[src/rtl/regfile_pkg.sv]
// Shared types and helpers for the multi-port register file.
package regfile_pkg;

  // Clear-sequence controller states.
  typedef enum logic {
    RF_CLEAR = 1'b0,
    RF_RUN   = 1'b1
  } rf_state_t;

  localparam int unsigned RF_NLOC_DEF  = 32;
  localparam int unsigned RF_DBITS_DEF = 32;

  // Address width for a register file of nloc entries (at least 1 bit).
  function automatic int unsigned rf_aw(input int unsigned nloc);
    return (nloc > 1) ? $clog2(nloc) : 1;
  endfunction

endpackage

[src/rtl/regfile_clear_fsm.sv]
// Post-reset clear sequencer: walks every location to zero, one per cycle,
// and holds busy until the last location has been written.
module regfile_clear_fsm
  import regfile_pkg::*;
#(
  parameter int unsigned Nloc = RF_NLOC_DEF,
  parameter int unsigned AW   = rf_aw(Nloc)
) (
  input  logic          clock,
  input  logic          reset,
  output logic          busy,
  output logic          clr_we,
  output logic [AW-1:0] clr_addr
);

  localparam logic [AW-1:0] LAST = AW'(Nloc - 1);

  rf_state_t     state_q, state_d;
  logic [AW-1:0] cnt_q, cnt_d;

  // State and counter registers; reset restarts the clear from location 0.
  always_ff @(posedge clock) begin
    if (reset) begin
      state_q <= RF_CLEAR;
      cnt_q   <= '0;
    end else begin
      state_q <= state_d;
      cnt_q   <= cnt_d;
    end
  end

  // Next-state logic; the counter never wraps because the last location
  // hands over to RF_RUN.
  always_comb begin
    state_d  = state_q;
    cnt_d    = cnt_q;
    busy     = 1'b0;
    clr_we   = 1'b0;
    clr_addr = cnt_q;
    case (state_q)
      RF_CLEAR: begin
        busy   = 1'b1;
        clr_we = 1'b1;
        cnt_d  = cnt_q + 1'b1;
        if (cnt_q == LAST) begin
          state_d = RF_RUN;
          cnt_d   = '0;
        end
      end
      default: ;
    endcase
  end

endmodule

[src/rtl/register_file_mp.sv]
// Multi-read-port register file with same-cycle write bypass, optional
// hardwired-zero register 0, and a sequential clear after reset.
// Optional scoreboard (pending-producer bits per register) enabled by
// defining REGFILE_SCOREBOARD_EN.
module register_file_mp
  import regfile_pkg::*;
#(
  parameter int unsigned Nloc     = RF_NLOC_DEF,
  parameter int unsigned Dbits    = RF_DBITS_DEF,
  parameter int unsigned NREAD    = 2,
  parameter int unsigned ZERO_REG = 1,
  parameter int unsigned AW       = rf_aw(Nloc)
) (
  input  logic                  clock,
  input  logic                  reset,
  input  logic                  wr,
  input  logic [AW-1:0]         WriteAddr,
  input  logic [Dbits-1:0]      WriteData,
  input  logic [NREAD*AW-1:0]   ReadAddr,
  output logic [NREAD*Dbits-1:0] ReadData,
  output logic                  busy
`ifdef REGFILE_SCOREBOARD_EN
  ,
  input  logic                  reserve,
  input  logic [AW-1:0]         ReserveAddr,
  output logic [NREAD-1:0]      ReadPending
`endif
);

  localparam logic ZR = (ZERO_REG != 0);

  logic             clr_we;
  logic [AW-1:0]    clr_addr;
  logic             wr_acc;
  logic             st_we;
  logic [AW-1:0]    st_addr;
  logic [Dbits-1:0] st_data;
  logic [Dbits-1:0] rf_q [Nloc];

  regfile_clear_fsm #(
    .Nloc (Nloc),
    .AW   (AW)
  ) u_clr (
    .clock    (clock),
    .reset    (reset),
    .busy     (busy),
    .clr_we   (clr_we),
    .clr_addr (clr_addr)
  );

  // A write lands only in RF_RUN, and never into a hardwired-zero register 0.
  assign wr_acc = wr && !busy && !reset && !(ZR && (WriteAddr == '0));

  // Single storage write port: clear sequence has priority over user writes.
  always_comb begin
    st_we   = 1'b0;
    st_addr = WriteAddr;
    st_data = WriteData;
    if (clr_we) begin
      st_we   = 1'b1;
      st_addr = clr_addr;
      st_data = '0;
    end else if (wr_acc) begin
      st_we = 1'b1;
    end
  end

  // Storage array; no reset, contents are zeroed by the clear walk.
  always_ff @(posedge clock) begin
    if (st_we) rf_q[st_addr] <= st_data;
  end

`ifdef REGFILE_SCOREBOARD_EN
  logic [Nloc-1:0] pend_q, pend_d;
  logic            rsv_acc;

  assign rsv_acc = reserve && !busy && !reset && !(ZR && (ReserveAddr == '0));

  // Pending update: a completed write clears, a new reservation sets; set wins
  // because the reservation names a newer producer.
  always_comb begin
    pend_d = pend_q;
    if (wr_acc)  pend_d[WriteAddr]   = 1'b0;
    if (rsv_acc) pend_d[ReserveAddr] = 1'b1;
  end

  // Pending vector is empty throughout reset and the clear walk.
  always_ff @(posedge clock) begin
    if (reset || busy) pend_q <= '0;
    else               pend_q <= pend_d;
  end
`endif

  for (genvar gi = 0; gi < int'(NREAD); gi++) begin : g_rd
    logic [AW-1:0]    ra;
    logic [Dbits-1:0] rd;

    assign ra = ReadAddr[gi*AW +: AW];

    // Read mux: zero register, then same-cycle bypass, then storage.
    always_comb begin
      rd = rf_q[ra];
      if (busy)                          rd = '0;
      else if (ZR && (ra == '0))         rd = '0;
      else if (wr && (WriteAddr == ra))  rd = WriteData;
    end

    assign ReadData[gi*Dbits +: Dbits] = rd;

`ifdef REGFILE_SCOREBOARD_EN
    // Pending is hidden once the producer's write is on the bus this cycle.
    assign ReadPending[gi] = !busy && !(ZR && (ra == '0)) && pend_q[ra] &&
                             !(wr && (WriteAddr == ra));
`endif
  end

endmodule

[config.mk]
export PLATFORM = sky130hd
export DESIGN_NAME = register_file_mp
export DESIGN_NICKNAME = d
export VERILOG_FILES = /design/src/rtl/regfile_pkg.sv /design/src/rtl/regfile_clear_fsm.sv /design/src/rtl/register_file_mp.sv
export SDC_FILE = /design/constraint.sdc
export NUM_CORES = 1
export LEC_CHECK = 0
export BUFFER_PORTS_ARGS = -buffer_cell sky130_fd_sc_hd__buf_2
export CORE_MARGIN = 3
export CORE_UTILIZATION = 30
export CTS_CLUSTER_SIZE = 20
export DETAILED_ROUTE_END_ITERATION = 7
export PLACE_DENSITY = 0.43
export SYNTH_ARGS = -nofsm -noshare
export SYNTH_HDL_FRONTEND = slang
export SYNTH_HIERARCHICAL = 1
export SYNTH_SLANG_ARGS = --single-unit
export TNS_END_PERCENT = 10
[constraint.sdc]
create_clock -name clock -period 6.17 [get_ports clock]
set_input_delay 1.234 -clock clock [delete_from_list [all_inputs] [get_ports clock]]
set_output_delay 1.234 -clock clock [all_outputs]
set_load 0.005 [all_outputs]
Word-level counts from Yosys, hierarchy flattened
Memory sizes are Yosys's and may differ from the RTL's.
Index checks and enable logic that the tools add are counted.
Word-level totals
  flip-flop bits (word level): 6
  RAM bits: 1024
  input bits: 50
  output and inout port bits: 65
  logic and storage cells: 33
  memories kept: 1
Operators by class
  add/sub/neg operators: 1
  equality and inequality tests: 3
  muxes and demuxes: 16
  reductions and logical operators: 10
Memories
  rf_q: words 32, bits a word 32, rd ports 2, clocked after Yosys merged registers in 0, write ports 1, line register_file_mp.sv:38  | logic [Dbits-1:0] rf_q [Nloc];
Operators with widths (number)
  32-bit two-way mux: 7
  5-bit logical NOT: 3
  5-bit equality test: 2
  5-bit two-way mux: 2
  1-bit two-way mux: 7
  5-bit by 1-bit adder with 5-bit output, second input constant: 1
  5-bit equality test, second input constant: 1
  1-bit logical AND: 5
  1-bit logical NOT: 2

Depth between registers and ports, before layout
  depth after elaboration: 7
  depth in mapped cells: 9
  depth with buffers taken out: 6

Hierarchy
The synthesis kept the hierarchy.
By module, submodules not included
  register_file_mp: instances 1, cells each 2503, area each 48082.4 um^2, seq. area each 30749.5 um^2
  regfile_clear_fsm: instances 1, cells each 30, area each 276.5 um^2, seq. area each 120.1 um^2

Worst setup path after synthesis
OpenSTA, ideal clock, no wires.
  path kind: input port to output port
  start: input port ReadAddr[5]
  end: output port ReadData[34]
  arrival time: 2.773 ns
  setup slack: 2.163 ns
  stages on the path: 7
  buffers on the path: 3
  cells stage by stage: buf_2 buf_2 buf_2 mux4_2 a22oi_1 nand3_1 o2111a_1
Between the ends
  cells in the longest elaborated chain, start to end: 5
Ends and longest elaborated chain
  start: declaration: line register_file_mp.sv:19  | input logic [NREAD*AW-1:0] ReadAddr,
  parallel branches: the longest is 3 deep, another holds memory 32 x 32 bit
  32-bit two-way mux *: line register_file_mp.sv:104  | else if (ZR && (ra == '0)) rd = '0;
  32-bit two-way mux *: line register_file_mp.sv:103  | if (busy) rd = '0;
  end: declaration: line register_file_mp.sv:20  | output logic [NREAD*Dbits-1:0] ReadData,
Every way passes the cells marked *.

Worst setup path after layout
  start: input port ReadAddr[2]
  end: output port ReadData[30]
Same word-level chain as after synthesis.

==> results.toml <==
[status]
outcome = "finished, final reports clean"

[clock_tree]
path_clk_slew_ns = 0.06
htree_levels = 3
clock_latency_ns = 0.73
clock-sinks = 1030
cts_repair_resize_count = 0
cts_root_buf = "clkbuf_16"
ctsHoldBuffers = 0
clk_path_buf_depth = 3
cts_setup_buffers = 0
cts_buffers = 117
cts_tree = "built"

[drt]
vias = 28729
ant_nets = 0
firstDrtPassIters = 6
drt-wirelength-per-cell_um = 35.87
routed_wirelength_mm = 176.6
drt_iter0_markers = 3191
drcViolationCount = 0
vias_per_cell = 5.834

[power_and_ir_drop]
leakage_uw = 0.01819
internal_power_uw = 12180
clockPowerShare_pct = 43.6
powerDensity_nw_per_um2 = 281.8
switching_power_uw = 3591
p_seq_share_pct = 48.8
power_frac_comb_pct = 7.6
ir_drop_mv = 0.2464
swShare_pct = 22.77

[finish]
drive_above_1_share_pct = 33.07
register_area_um2 = 30870
final_area_um2 = 55960
area_growth_pct = 15.72
num-nets-final = 2733
layout_common_cells = "edfxtp_1 (1,024), mux4_2 (448), mux2i_1 (165), clkbuf_16 (118), buf_2 (107)"
multi_input_area_um2 = 16710
fill_cells = 14995
layout_commonest_cell = "edfxtp_1"

[global_route]
grt_pass1_wl_mm = 245.0
grtUsageTotal_pct = 20.89
grt_max_degree = 89
grt_pass1_vias = 29833
grt-ovfl-total = 0
antenna_found_initial = 6

[floorplan]
die_y_um = 407.5
die_area_um2 = 166000
fp.dieW_um = 407.5
coreArea_um2 = 159300
start_util_pct = 30.36
num_io_pins = 115
row_count = 146

[placed_design]
globalplace.congestion = 0.7906
dpl.hpwl_mm = 102.6
placed_cell_area_um2 = 52220
port_buffers = 114

[sta]
final_max_slew_viol_count = 0
max_freq_ghz = 0.1773
tightest_slew_ns = 1.385
fin_setup_tns_ns = 0
setup_viol = 0
finalHoldViolCount = 0
period_needed_ns = 5.640
slew_headroom_pct = 7.281
rsz0062_at_grt = "no"
skew_ns = 0.03905
period_share_pct = 91.42

[synth]
synth_seq_area_share_pct = 63.83
synth_flop_cell = "edfxtp_1"
yosysWarnings = 6
yosys.area.top_type_share_pct = 63.59
syn_area_per_cell_um2 = 19.09
synth.area.top_cells = "edfxtp_1 (64%), mux4_2 (21%), mux2i_1 (3.4%)"
synth_cells = 2533
synth-async-reset-ratio_pct = 0
synth_edf_count = 1024
syn-num-nets = 2585
yosys.area.top_type = "edfxtp_1"
synth.cell_area_um2 = 48360
synth_cell_types = 45
ys_ff_latch = 1030

[worst_setup_path]
critPathCaptureType = "primary output"
required_ns = 4.94
crit_path_cell_trace = "buf_6 -> buf_12 -> nor2b_4 -> buf_4 -> a221oi_1 -> o21ai_1 -> nor4bb_1 -> nor4_1 -> buf_4 -> buf_2"
crit_family = "buffers and inverters"
crit_type = "primary input to primary output"
cpMaxStageDelayCell = "nor4_1"
max_stage_delay_ns = 0.82
critical_path.max_fanout = 45
arrival_ns = 4.41
crit_buf_inv = 5
r2r_slack_ns = 2.34
crit_path_start_kind = "primary input"
path_common_cell = "buf_4"

[min_path]
hold_class = "register to register"

[flow_run]
drv_cap = 0
through the flow:
stage | std cells | util (%) | hold WS [ns] | total power, uW | setup WS [ns]
floorplan | 2533 | - | 0.4874 | 8608 | 2.163
global placement | 4708 | 32.78 | 0.5271 | 9047 | 0.6945
detailed placement | 4708 | 32.78 | 0.5275 | 9057 | 0.6703
CTS | 4922 | 35.13 | 0.5467 | 15930 | 0.6592
global route | 4922 | 35.13 | 0.5859 | 16270 | 0.6096
finish | 4924 | 35.13 | 0.5575 | 15770 | 0.5297
cells in the mapped netlist (all sizes together) (31+ instances only):
| cell | instances |
|---|---|
| edfxtp | 1024 |
| mux4 | 448 |
| mux2i | 165 |
| buf | 132 |
| a22oi | 95 |
| clkbuf | 84 |
| nor2b | 67 |
| a211oi | 64 |
| o22ai | 64 |
| a221oi | 63 |
| nor2 | 47 |
| o21ai | 39 |
| a21oi | 38 |
| nand3 | 33 |
| o2111a | 32 |
| a211o | 31 |
| o21bai | 31 |
flip-flops by register name (all words and copies together), names as in the netlist:
register and flops:
u_clr/clr_addr 5, rf_q 1024, u_clr/state_q 1
power groups by stage:
stage          combinational [uW]  clock (uW)  sequential [uW]
6_report                     1200        6870             7700
5_1_grt                      1260        7310             7710
4_1_cts                      1210        7020             7700
3_5_place_dp                 1210           0             7850
3_3_place_gp                 1210           0             7840
2_1_floorplan                 772           0             7840
tightest hold or removal path: stages (launching register included):
cell	delay [ns]
dfxtp_1	0.35
o21ai_0	0.09
a21oi_1	0.07
area by class of cell:
class                   count  share of cell area (%)
clock inverters            71                   1.223
repair buffers            245                   3.477
clock buffers             143                   5.444
flip-flops and latches   1030                   55.16
well taps                2146                   4.798
multi-input cells        1282                   29.85
diodes                      2                0.008943
inverters                   5                 0.03354
cells by family after synthesis:
family / after synthesis / synth area share, %
AO/OA/AOI/OAI: 465 / 7.157
XOR/XNOR: 10 / 0.1811
adder cells (fa/ha/maj): 2 / 0.05174
buffers and inverters: 221 / 2.409
flip-flops: 1030 / 63.83
multiplexers: 615 / 24.33
AND/OR/NAND/NOR: 190 / 2.041
final timing paths:
kind / end / from / depth (start not counted)
hold / removal: u_clr/clr_addr[3]$_SDFFE_PP0N_ / u_clr/clr_addr[3]$_SDFFE_PP0N_ / 2
setup / recovery: ReadData[30] / ReadAddr[2] / 10
setup reg to reg: rf_q[7][25]$_DFFE_PP_ / u_clr/state_q$_SDFF_PP0_ / 7
hold reg to reg: u_clr/clr_addr[3]$_SDFFE_PP0N_ / u_clr/clr_addr[3]$_SDFFE_PP0N_ / 2
per-layer routing:
layer	vias up	track usage, %	wire length, um	share of wire [%]
met5	-	0	8	0.0045
met4	2	6.434	4998	2.8
met3	278	3.256	12060	6.8
met2	1306	33.00	82380	47
met1	15770	29.70	77150	44
li1	11373	-	-	-
(Power assumes the default switching activity.)
